==> src/rtl/scumvcontroller_uart_framer_if.sv <==
// rtl/scumvcontroller_uart_framer_if.sv - stream bundle between the framer, its command source, the UART and the response sink
//
// Signals (directions as seen from the framer, modport master):
//   cmd_valid/cmd_ready/cmd_mode            command start handshake, mode 0 = ASC, 1 = STL
//   payload_valid/payload_ready/payload_data payload bytes from the command source
//   tx_valid/tx_ready/tx_data               byte stream toward the UART transmitter
//   rx_valid/rx_ready/rx_data               byte stream from the UART receiver
//   rsp_valid/rsp_ready/rsp_data/rsp_last   response stream toward the consumer
// Modport slave is the mirror image, for the environment driving the framer.

interface scumvcontroller_uart_framer_if;
    logic       cmd_valid;
    logic       cmd_ready;
    logic       cmd_mode;

    logic       payload_valid;
    logic       payload_ready;
    logic [7:0] payload_data;

    logic       tx_valid;
    logic       tx_ready;
    logic [7:0] tx_data;

    logic       rx_valid;
    logic       rx_ready;
    logic [7:0] rx_data;

    logic       rsp_valid;
    logic       rsp_ready;
    logic [7:0] rsp_data;
    logic       rsp_last;

    modport master (
        input  cmd_valid,
        output cmd_ready,
        input  cmd_mode,
        input  payload_valid,
        output payload_ready,
        input  payload_data,
        output tx_valid,
        input  tx_ready,
        output tx_data,
        input  rx_valid,
        output rx_ready,
        input  rx_data,
        output rsp_valid,
        input  rsp_ready,
        output rsp_data,
        output rsp_last
    );

    modport slave (
        output cmd_valid,
        input  cmd_ready,
        output cmd_mode,
        output payload_valid,
        input  payload_ready,
        output payload_data,
        input  tx_valid,
        output tx_ready,
        input  tx_data,
        output rx_valid,
        input  rx_ready,
        output rx_data,
        input  rsp_valid,
        output rsp_ready,
        input  rsp_data,
        input  rsp_last
    );
endinterface

==> src/rtl/scumvcontroller_uart_framer.sv <==
// rtl/scumvcontroller_uart_framer.sv - host-side ASC/STL command framer and response collector for the SCuM-V UART protocol
//
// Frames a command as "asc+"/"stl+" followed by a fixed-length payload toward a
// UART transmitter, then passes the fixed-length response from the UART
// receiver onto the response stream.
//
// Ports:
//   clk          single clock, rising edge
//   reset        asynchronous, active-high
//   bus          scumvcontroller_uart_framer_if.master (cmd, payload, tx, rx, rsp streams)
//   busy         state != IDLE
//   timeout_err  one-cycle pulse when a response stalls too long
//   debug_state  {2'b0, state}
//   txn_count    completed transactions, wraps 255 -> 0
//
// Optional feature: define FRAMER_TIMEOUT_EN to compile in the response
// timeout (TIMEOUT_CYCLES idle cycles between response bytes). Without it the
// framer waits in RESPONSE indefinitely and timeout_err is tied low.

module scumvcontroller_uart_framer #(
    parameter int ASC_PACKET_SIZE   = 22,
    parameter int STL_PACKET_SIZE   = 16,
    parameter int ASC_RESPONSE_SIZE = 1,
    parameter int STL_RESPONSE_SIZE = 16,
    parameter int TIMEOUT_CYCLES    = 1_000_000
) (
    input  logic                                 clk,
    input  logic                                 reset,
    scumvcontroller_uart_framer_if.master        bus,
    output logic                                 busy,
    output logic                                 timeout_err,
    output logic [3:0]                           debug_state,
    output logic [7:0]                           txn_count
);

    typedef enum logic [1:0] {
        IDLE     = 2'd0,
        PREFIX   = 2'd1,
        PAYLOAD  = 2'd2,
        RESPONSE = 2'd3
    } state_t;

    // Index of the final byte of each phase, in counter width.
    localparam logic [7:0] ASC_PAY_LAST = 8'(ASC_PACKET_SIZE - 1);
    localparam logic [7:0] STL_PAY_LAST = 8'(STL_PACKET_SIZE - 1);
    localparam logic [7:0] ASC_RSP_LAST = 8'(ASC_RESPONSE_SIZE - 1);
    localparam logic [7:0] STL_RSP_LAST = 8'(STL_RESPONSE_SIZE - 1);
    localparam logic [7:0] PREFIX_LAST  = 8'd3;

    state_t     state;
    state_t     state_d;
    logic [7:0] cnt;
    logic [7:0] cnt_d;
    logic       mode;
    logic       mode_d;
    logic [7:0] txn_count_d;

    logic       cmd_fire;
    logic       tx_fire;
    logic       rx_fire;
    logic       timeout_hit;

    logic [7:0] pay_last;
    logic [7:0] rsp_last_idx;
    logic [7:0] prefix_byte;

    // Handshakes are derived from state and inputs directly so that the
    // pass-through outputs and the next-state logic share no loop.
    assign cmd_fire = (state == IDLE) && bus.cmd_valid;
    assign tx_fire  = ((state == PREFIX) && bus.tx_ready) ||
                      ((state == PAYLOAD) && bus.payload_valid && bus.tx_ready);
    assign rx_fire  = (state == RESPONSE) && bus.rx_valid && bus.rsp_ready;

    assign pay_last     = mode ? STL_PAY_LAST : ASC_PAY_LAST;
    assign rsp_last_idx = mode ? STL_RSP_LAST : ASC_RSP_LAST;

    // "asc+" = 61 73 63 2B, "stl+" = 73 74 6C 2B
    always_comb begin
        prefix_byte = 8'h2B;
        case (cnt[1:0])
            2'd0:    prefix_byte = mode ? 8'h73 : 8'h61;
            2'd1:    prefix_byte = mode ? 8'h74 : 8'h73;
            2'd2:    prefix_byte = mode ? 8'h6C : 8'h63;
            default: prefix_byte = 8'h2B;
        endcase
    end

`ifdef FRAMER_TIMEOUT_EN
    logic [31:0] tmo_cnt;
    logic        timeout_q;

    // A response transfer in the expiry cycle takes priority over the timeout.
    assign timeout_hit = (state == RESPONSE) && !rx_fire &&
                         (tmo_cnt == 32'(TIMEOUT_CYCLES - 1));

    // Held at zero outside RESPONSE, so it is clear on entry.
    always_ff @(posedge clk or posedge reset) begin
        if (reset) begin
            tmo_cnt   <= 32'd0;
            timeout_q <= 1'b0;
        end else begin
            timeout_q <= timeout_hit;
            if ((state != RESPONSE) || rx_fire || timeout_hit) begin
                tmo_cnt <= 32'd0;
            end else begin
                tmo_cnt <= tmo_cnt + 32'd1;
            end
        end
    end

    assign timeout_err = timeout_q;
`else
    wire unused_timeout_cfg = (TIMEOUT_CYCLES != 0);

    assign timeout_hit = 1'b0;
    assign timeout_err = 1'b0;
`endif

    always_ff @(posedge clk or posedge reset) begin
        if (reset) begin
            state     <= IDLE;
            cnt       <= 8'd0;
            mode      <= 1'b0;
            txn_count <= 8'd0;
        end else begin
            state     <= state_d;
            cnt       <= cnt_d;
            mode      <= mode_d;
            txn_count <= txn_count_d;
        end
    end

    always_comb begin
        state_d           = state;
        cnt_d             = cnt;
        mode_d            = mode;
        txn_count_d       = txn_count;

        bus.cmd_ready     = 1'b0;
        bus.payload_ready = 1'b0;
        bus.tx_valid      = 1'b0;
        bus.tx_data       = 8'h00;
        bus.rx_ready      = 1'b0;
        bus.rsp_valid     = 1'b0;
        bus.rsp_data      = 8'h00;
        bus.rsp_last      = 1'b0;

        case (state)
            IDLE: begin
                bus.cmd_ready = 1'b1;
                // Stray receiver bytes between transactions are drained and dropped.
                bus.rx_ready  = 1'b1;
                if (cmd_fire) begin
                    mode_d  = bus.cmd_mode;
                    cnt_d   = 8'd0;
                    state_d = PREFIX;
                end
            end

            PREFIX: begin
                bus.tx_valid = 1'b1;
                bus.tx_data  = prefix_byte;
                if (tx_fire) begin
                    if (cnt == PREFIX_LAST) begin
                        cnt_d   = 8'd0;
                        state_d = PAYLOAD;
                    end else begin
                        cnt_d = cnt + 8'd1;
                    end
                end
            end

            PAYLOAD: begin
                bus.tx_valid      = bus.payload_valid;
                bus.tx_data       = bus.payload_data;
                bus.payload_ready = bus.tx_ready;
                if (tx_fire) begin
                    if (cnt == pay_last) begin
                        cnt_d   = 8'd0;
                        state_d = RESPONSE;
                    end else begin
                        cnt_d = cnt + 8'd1;
                    end
                end
            end

            RESPONSE: begin
                bus.rsp_valid = bus.rx_valid;
                bus.rsp_data  = bus.rx_data;
                bus.rx_ready  = bus.rsp_ready;
                bus.rsp_last  = bus.rx_valid && (cnt == rsp_last_idx);
                if (rx_fire) begin
                    if (cnt == rsp_last_idx) begin
                        cnt_d       = 8'd0;
                        state_d     = IDLE;
                        txn_count_d = txn_count + 8'd1;
                    end else begin
                        cnt_d = cnt + 8'd1;
                    end
                end else if (timeout_hit) begin
                    cnt_d   = 8'd0;
                    state_d = IDLE;
                end
            end

            default: begin
                cnt_d   = 8'd0;
                state_d = IDLE;
            end
        endcase
    end

    assign busy        = (state != IDLE);
    assign debug_state = {2'b00, state};

endmodule

==> src/flat_wrapper.sv <==
// flat-port wrapper written by rule: the top's interface ports become plain ports
module scumvcontroller_uart_framer_flat 
#(
    parameter int ASC_PACKET_SIZE   = 22,
    parameter int STL_PACKET_SIZE   = 16,
    parameter int ASC_RESPONSE_SIZE = 1,
    parameter int STL_RESPONSE_SIZE = 16,
    parameter int TIMEOUT_CYCLES    = 1_000_000
)
  (clk, reset, busy, timeout_err, debug_state, txn_count, bus_cmd_valid, bus_cmd_ready, bus_cmd_mode, bus_payload_valid, bus_payload_ready, bus_payload_data, bus_tx_valid, bus_tx_ready, bus_tx_data, bus_rx_valid, bus_rx_ready, bus_rx_data, bus_rsp_valid, bus_rsp_ready, bus_rsp_data, bus_rsp_last);
  scumvcontroller_uart_framer_if bus_i ();
  input  logic clk;
  input  logic reset;
  output logic busy;
  output logic timeout_err;
  output logic [3:0] debug_state;
  output logic [7:0] txn_count;
  input wire logic [$bits(bus_i.cmd_valid)-1:0] bus_cmd_valid;
  output wire logic [$bits(bus_i.cmd_ready)-1:0] bus_cmd_ready;
  input wire logic [$bits(bus_i.cmd_mode)-1:0] bus_cmd_mode;
  input wire logic [$bits(bus_i.payload_valid)-1:0] bus_payload_valid;
  output wire logic [$bits(bus_i.payload_ready)-1:0] bus_payload_ready;
  input wire logic [$bits(bus_i.payload_data)-1:0] bus_payload_data;
  output wire logic [$bits(bus_i.tx_valid)-1:0] bus_tx_valid;
  input wire logic [$bits(bus_i.tx_ready)-1:0] bus_tx_ready;
  output wire logic [$bits(bus_i.tx_data)-1:0] bus_tx_data;
  input wire logic [$bits(bus_i.rx_valid)-1:0] bus_rx_valid;
  output wire logic [$bits(bus_i.rx_ready)-1:0] bus_rx_ready;
  input wire logic [$bits(bus_i.rx_data)-1:0] bus_rx_data;
  output wire logic [$bits(bus_i.rsp_valid)-1:0] bus_rsp_valid;
  input wire logic [$bits(bus_i.rsp_ready)-1:0] bus_rsp_ready;
  output wire logic [$bits(bus_i.rsp_data)-1:0] bus_rsp_data;
  output wire logic [$bits(bus_i.rsp_last)-1:0] bus_rsp_last;
  assign bus_i.cmd_valid = bus_cmd_valid;
  assign bus_cmd_ready = bus_i.cmd_ready;
  assign bus_i.cmd_mode = bus_cmd_mode;
  assign bus_i.payload_valid = bus_payload_valid;
  assign bus_payload_ready = bus_i.payload_ready;
  assign bus_i.payload_data = bus_payload_data;
  assign bus_tx_valid = bus_i.tx_valid;
  assign bus_i.tx_ready = bus_tx_ready;
  assign bus_tx_data = bus_i.tx_data;
  assign bus_i.rx_valid = bus_rx_valid;
  assign bus_rx_ready = bus_i.rx_ready;
  assign bus_i.rx_data = bus_rx_data;
  assign bus_rsp_valid = bus_i.rsp_valid;
  assign bus_i.rsp_ready = bus_rsp_ready;
  assign bus_rsp_data = bus_i.rsp_data;
  assign bus_rsp_last = bus_i.rsp_last;
  scumvcontroller_uart_framer #(.ASC_PACKET_SIZE(ASC_PACKET_SIZE), .STL_PACKET_SIZE(STL_PACKET_SIZE), .ASC_RESPONSE_SIZE(ASC_RESPONSE_SIZE), .STL_RESPONSE_SIZE(STL_RESPONSE_SIZE), .TIMEOUT_CYCLES(TIMEOUT_CYCLES)) u_core (.clk(clk), .reset(reset), .bus(bus_i), .busy(busy), .timeout_err(timeout_err), .debug_state(debug_state), .txn_count(txn_count));
endmodule
==> config.mk <==
export PLATFORM = sky130hd
export DESIGN_NAME = scumvcontroller_uart_framer_flat
export DESIGN_NICKNAME = d
export VERILOG_FILES = /design/src/rtl/scumvcontroller_uart_framer_if.sv /design/src/rtl/scumvcontroller_uart_framer.sv /design/src/flat_wrapper.sv
export SDC_FILE = /design/constraint.sdc
export NUM_CORES = 1
export LEC_CHECK = 0
export CAP_MARGIN = 20
export CELL_PAD_IN_SITES_DETAIL_PLACEMENT = 2
export CELL_PAD_IN_SITES_GLOBAL_PLACEMENT = 2
export CORE_MARGIN = 2
export CORE_UTILIZATION = 27
export CTS_CLUSTER_SIZE = 8
export DETAILED_ROUTE_END_ITERATION = 16
export PLACE_DENSITY_LB_ADDON = 0.2
export SKIP_CTS_REPAIR_TIMING = 1
export SLEW_MARGIN = 20
export SYNTH_ARGS = -nofsm -noshare
export SYNTH_HDL_FRONTEND = slang
export SYNTH_SLANG_ARGS = --single-unit
==> constraint.sdc <==
create_clock -name clk -period 3.5 [get_ports clk]
set_input_delay 1.05 -clock clk [delete_from_list [all_inputs] [get_ports clk]]
set_output_delay 1.05 -clock clk [all_outputs]
set_load 0.02 [all_outputs]
==> impl_metrics.yaml, run 1 <==
power:
  totalPowerFinal_mw: 1.66
  power_density_nw_per_um2: 734
  p_leak_nw: 0.985
  ir_worst_vdd_mv: 0.238
place:
  port_buffers: 56
  post-dp-hpwl_um: 3980
  placed_area_um2: 2210
  place_congestion: 0.748
clock_network:
  cts_tree: "yes"
  path_clk_slew_ns: 0.08
  root_buffer: "clkbuf_8"
  cts-buffers-inserted: 3
  cts.path.max_buffers: 2
  cts_sinks: 19
  worstSkewPairLatency_ns: 0.26
  cts_htree_levels: 1
global_routing:
  use_met2: 0.267
  grt_use_met3: 0.0256
  grt_usage: 0.155
  use_met1: 0.205
  grt_max_degree: 20
  grt-busiest-layer: "met2"
  antenna_found_initial: 0
  grt_pass1_wl_um: 7760
  overflow: 0
  grt_pass1_vias: 1514
detailed_routing:
  firstDrtPassIters: 3
  wl_per_cell_um: 15.9
  ant_nets: 0
  initialDrtViolationCount: 33
  drc: 0
  num_vias: 1485
  viasPerCell: 4.84
  routed_wl_um: 4880
synthesis:
  ys_ff_latch: 19
  yosysTopAreaCell: "dfrtp_1"
  synth.most_common_cell: "dfrtp_1"
  yosysSeqAreaShare: 0.299
  synth_cells: 178
  synth.top_cell.area_share: 0.299
  yosysWarnings: 0
  synth_area_um2: 1590
  ys_types: 48
  synth.area.top_cells: "dfrtp_1 30%, ha_1 8.7%, and2_1 5.1%"
  yosys-top-cells-count: "19 x dfrtp_1, 14 x inv_1, 14 x nor2_1, 13 x and2_1, 13 x nand2_1"
  avgSynthCellArea_um2: 8.93
  synth_flop_cell: "dfrtp_1"
  synth_edf_count: 0
  synthArstFlopShare: 1.00
finish:
  register_area_um2: 475
  n_antenna_cell: 0
  multi_input_area_um2: 1000
  final_core_utilization: 0.403
  finalNetCount: 271
  fin_area_um2: 2260
  n_fill_cell: 649
  area_growth_pct: 42.1
  drive_above_1_share: 0.111
timing:
  worst_pin_slew_ns: 0.776
  max_freq_mhz: 293
  setup_tns_ns: 0
  slew_headroom: 0.482
  setup_violations: 0
  rsz0062_at_grt: "no"
  finalCritPeriodShare: 0.974
  fin_skew_ns: 0.00432
  hold_violations: 0
  slew_viol_final: 0
  period_needed_ns: 3.41
critical_path:
  end_kind: "output pin"
  crit_top_cell: "clkdlybuf4s50_1"
  start_kind: "primary input"
  critPathMaxStageDelay_ns: 0.62
  critPathMaxFanout: 1
  worst_path_max_delay_cell: "clkdlybuf4s50_1"
  path_cells: "clkdlybuf4s50_1 -> nand2_1 -> a21boi_0 -> clkdlybuf4s50_1"
  critical_path_class: "primary input to output pin"
  crit_arrival_ns: 2.36
  crit_required_ns: 2.45
die:
  core_area_um2: 5610
  die_w_um: 80.7
  die_h_um: 80.7
  fp.dieArea_um2: 6520
  ios: 60
  start_util: 0.284
  num_rows: 27
hold_path:
  min_path_type: "register to register"
run:
  maxCapViolations: 0
outcome:
  outcome: "finished, final reports clean"
-- final timing paths --
check                               startpoint             endpoint  slack (ns)  depth (start not counted)
min                        u_core.txn_count[7]  u_core.txn_count[7]        0.49                          1
min in group asynchronous                reset        u_core.cnt[3]        1.22                          2
max in group asynchronous                reset      u_core.state[1]        1.79                          2
max                        bus_payload_data[1]       bus_tx_data[1]        0.09                          4
max reg2reg                      u_core.cnt[1]      u_core.state[1]        1.03                          6
min reg2reg                u_core.txn_count[7]  u_core.txn_count[7]        0.49                          1
-- stage by stage --
step	hold WS (ns)	std cells	setup slack, ns
floorplan	0.518	180	0.779
global placement	0.460	303	0.0262
detailed placement	0.480	303	0.0176
CTS	0.491	307	0.0115
global route	0.521	307	0.0275
finish	0.489	307	0.0921
-- layout make-up --
type / instances / area share
inverter: 14 / 0.0233
multi-input combinational: 138 / 0.442
tap: 72 / 0.0399
clock inverter: 1 / 0.00221
timing repair buffer: 60 / 0.264
sequential: 19 / 0.210
clock buffer: 3 / 0.0183
-- flip-flops by register name, indices dropped and copies added, names as in the netlist --
register and flops:
u_core.cnt 8, u_core.mode 1, u_core.state 2, u_core.txn_count 8
-- layer usage --
metal	routed length, µm	part of all wire	up-vias
met3	221	0.045	4
met5	0	0	-
met2	2260	0.46	33
li1	-	-	724
met4	34	0.0070	0
met1	2360	0.48	724
-- where the power goes --
part	total [mW]	leakage [nW]	switching [mW]	internal, mW
registers	0.323	0.256	0.0636	0.259
clock network	0.161	0.0255	0.0813	0.0794
logic	1.18	0.704	0.646	0.531
-- cell usage in the layout (no fill, tap or decap), types with 2 or more instances in the layout --
cell type	Yosys	final
clkdlybuf4s50_1	0	54
dfrtp_1	19	19
nor2_1	14	14
inv_1	14	13
nand2_1	13	13
and2_1	13	13
ha_1	11	11
nand3_1	8	8
a21oi_1	8	8
o21ai_0	8	8
nor2b_1	7	7
xnor2_1	6	6
mux2i_1	4	4
a22oi_1	4	4
nand4_1	4	4
buf_4	3	4
nor3_1	3	3
conb_1	1	3
clkbuf_8	1	3
and3_2	2	2
mux2_2	2	2
a21boi_0	2	2
and3_1	2	2
dlymetal6s2s_1	0	2
-- cells by family after synthesis --
| family | share of synthesized area |
|---|---|
| AOI/OAI and AO/OA | 0.179 |
| xor gates and xnor gates | 0.0386 |
| adders and majority gates | 0.0865 |
| buffers and inverters | 0.0771 |
| DFF | 0.299 |
| muxes | 0.0488 |
| other | 0.00236 |
| and+or+nand+nor | 0.268 |
-- worst max-delay path, delay by kind of cell --
kind,cells,cell delay (ns)
AOI/OAI and AO/OA,1,0.18
buffers and inverters,2,1.08
and+or+nand+nor,1,0.05
(Power assumes the default switching activity.)
==> run 2, diff against run 1 <==
--- a/config.mk
+++ b/config.mk
@@ -9,12 +9,12 @@
 export CELL_PAD_IN_SITES_DETAIL_PLACEMENT = 2
 export CELL_PAD_IN_SITES_GLOBAL_PLACEMENT = 2
 export CORE_MARGIN = 2
-export CORE_UTILIZATION = 27
+export CORE_UTILIZATION = 25
 export CTS_CLUSTER_SIZE = 8
 export DETAILED_ROUTE_END_ITERATION = 16
 export PLACE_DENSITY_LB_ADDON = 0.2
 export SKIP_CTS_REPAIR_TIMING = 1
-export SLEW_MARGIN = 20
+export SLEW_MARGIN = 15
 export SYNTH_ARGS = -nofsm -noshare
 export SYNTH_HDL_FRONTEND = slang
 export SYNTH_SLANG_ARGS = --single-unit
==> constraint.sdc (replaced) <==
create_clock -name clk -period 3.2 [get_ports clk]
set_input_delay 0.96 -clock clk [delete_from_list [all_inputs] [get_ports clk]]
set_output_delay 0.96 -clock clk [all_outputs]
set_load 0.02 [all_outputs]
==> run 2 against run 1 <==
Clock power up 7%. Register-to-register slack worse by 0.32 ns. Sequential power up 9.0%. Non-clock buffer count up 3. Sequential cell count unchanged. Clock skew up 0.0069 ns. Final cell count up 2.6%. Die area up 7.6%. Critical path type unchanged. Largest cell class unchanged.
==> impl_metrics.yaml, run 2 (same netlist as run 1, synthesis figures left out) <==
outcome:
  outcome: "finished, final reports clean"
detailed_routing:
  num_vias: 1517
  ant_nets: 0
  routed_wl_um: 4750
  firstDrtPassIters: 3
  viasPerCell: 4.82
  initialDrtViolationCount: 13
  wl_per_cell_um: 15.1
  drc: 0
run:
  maxCapViolations: 0
die:
  start_util: 0.255
  die_w_um: 83.8
  fp.dieArea_um2: 7010
  die_h_um: 83.8
  num_rows: 29
  ios: 60
  core_area_um2: 6240
critical_path:
  start_kind: "primary input"
  rr_startpoint: "u_core.cnt[1]"
  crit_required_ns: 2.24
  critical_path_class: "primary input to output pin"
  crit_arrival_ns: 2.18
  end_kind: "output pin"
  critPathMaxFanout: 2
  crit_start: "bus_tx_ready"
timing:
  rsz0062_at_grt: "no"
  hold_violations: 0
  slew_headroom: 0.494
  finalCritPeriodShare: 0.982
  period_needed_ns: 3.14
  whs_ns: 0.479
  slew_viol_final: 0
  setup_violations: 0
  worst_pin_slew_ns: 0.758
  max_freq_mhz: 318
  fin_skew_ns: 0.0112
finish:
  drive_above_1_share: 0.126
  layout_commonest_cell: "clkdlybuf4s50_1"
  area_growth_pct: 45.5
  n_fill_cell: 707
  top_regs: "u_core.cnt (8), u_core.txn_count (8), u_core.state (2)"
  finalNetCount: 274
  final_cell_mix: "45 x clkdlybuf4s50_1, 19 x dfrtp_1, 14 x nor2_1"
  n_antenna_cell: 0
  layoutNonFillerInstCount: 315
global_routing:
  grt_max_degree: 20
  grt_pass1_vias: 1664
  use_met1: 0.194
  grt-busiest-layer: "met2"
  grt_use_met3: 0.0257
  grt_usage: 0.142
  overflow: 0
  antenna_found_initial: 0
  use_met2: 0.236
  grt_pass1_wl_um: 8250
place:
  post-dp-hpwl_um: 3750
  port_buffers: 56
  dp_cells: 311
  place_congestion: 0.689
hold_path:
  min_path_type: "register to register"
  worst_hold_startpoint: "u_core.txn_count[7]"
power:
  power_density_nw_per_um2: 772
  p_leak_nw: 1.15
  totalPowerFinal_mw: 1.79
  ir_worst_vdd_mv: 0.321
clock_network:
  cts_tree: "yes"
  cts-buffers-inserted: 3
  cts_htree_levels: 1
  path_clk_slew_ns: 0.07
  root_buffer: "clkbuf_8"
  cts.path.max_buffers: 2
  worstSkewPairLatency_ns: 0.26
  cts_sinks: 19
[run 2: area by class of cell]
class,instances,area [µm²],area share
Inverter,14,52.6,0.0227
Multi-Input combinational cell,138,1000,0.433
Tap cell,77,96.3,0.0416
Clock buffer,3,41.3,0.0178
Timing Repair Buffer,63,641,0.277
Sequential cell,19,475,0.206
Clock inverter,1,5.00,0.00216
[run 2: worst paths after layout]
| kind | to | slack, ns | cells after the start |
|---|---|---|---|
| max | bus_payload_ready | 0.06 | 3 |
| min | u_core.txn_count[7] | 0.48 | 1 |
| max reg2reg | u_core.state[1] | 0.71 | 6 |
| min reg2reg | u_core.txn_count[7] | 0.48 | 1 |
| max in group asynchronous | u_core.state[0] | 1.59 | 2 |
| min in group asynchronous | u_core.cnt[5] | 1.13 | 2 |
[run 2: power by group]
group          leakage, nW  internal, mW  switching (mW)
logic                0.865         0.561           0.700
clock network       0.0255        0.0867          0.0861
registers            0.256         0.284          0.0685
[run 2: metal layers]
layer	vias to the layer above	wire [µm]
li1	727	-
met1	742	2280
met2	44	2200
met3	4	247
met4	0	32
met5	-	0
[run 2: through the flow]
step | utilization | setup TNS [ns] | cell area, µm² | setup slack (ns)
CTS | 0.366 | -0.441 | 2280 | -0.146
global route | 0.371 | 0 | 2310 | 0.0363
floorplan | - | 0 | 1600 | 0.569
detailed placement | 0.358 | -0.343 | 2240 | -0.132
finish | 0.371 | 0 | 2310 | 0.0585
global placement | 0.358 | -0.264 | 2240 | -0.134
[run 2: critical path: stages]
cell and delay, ns:
clkdlybuf4s50_1 0.49, and2_1 0.13, clkdlybuf4s50_1 0.60
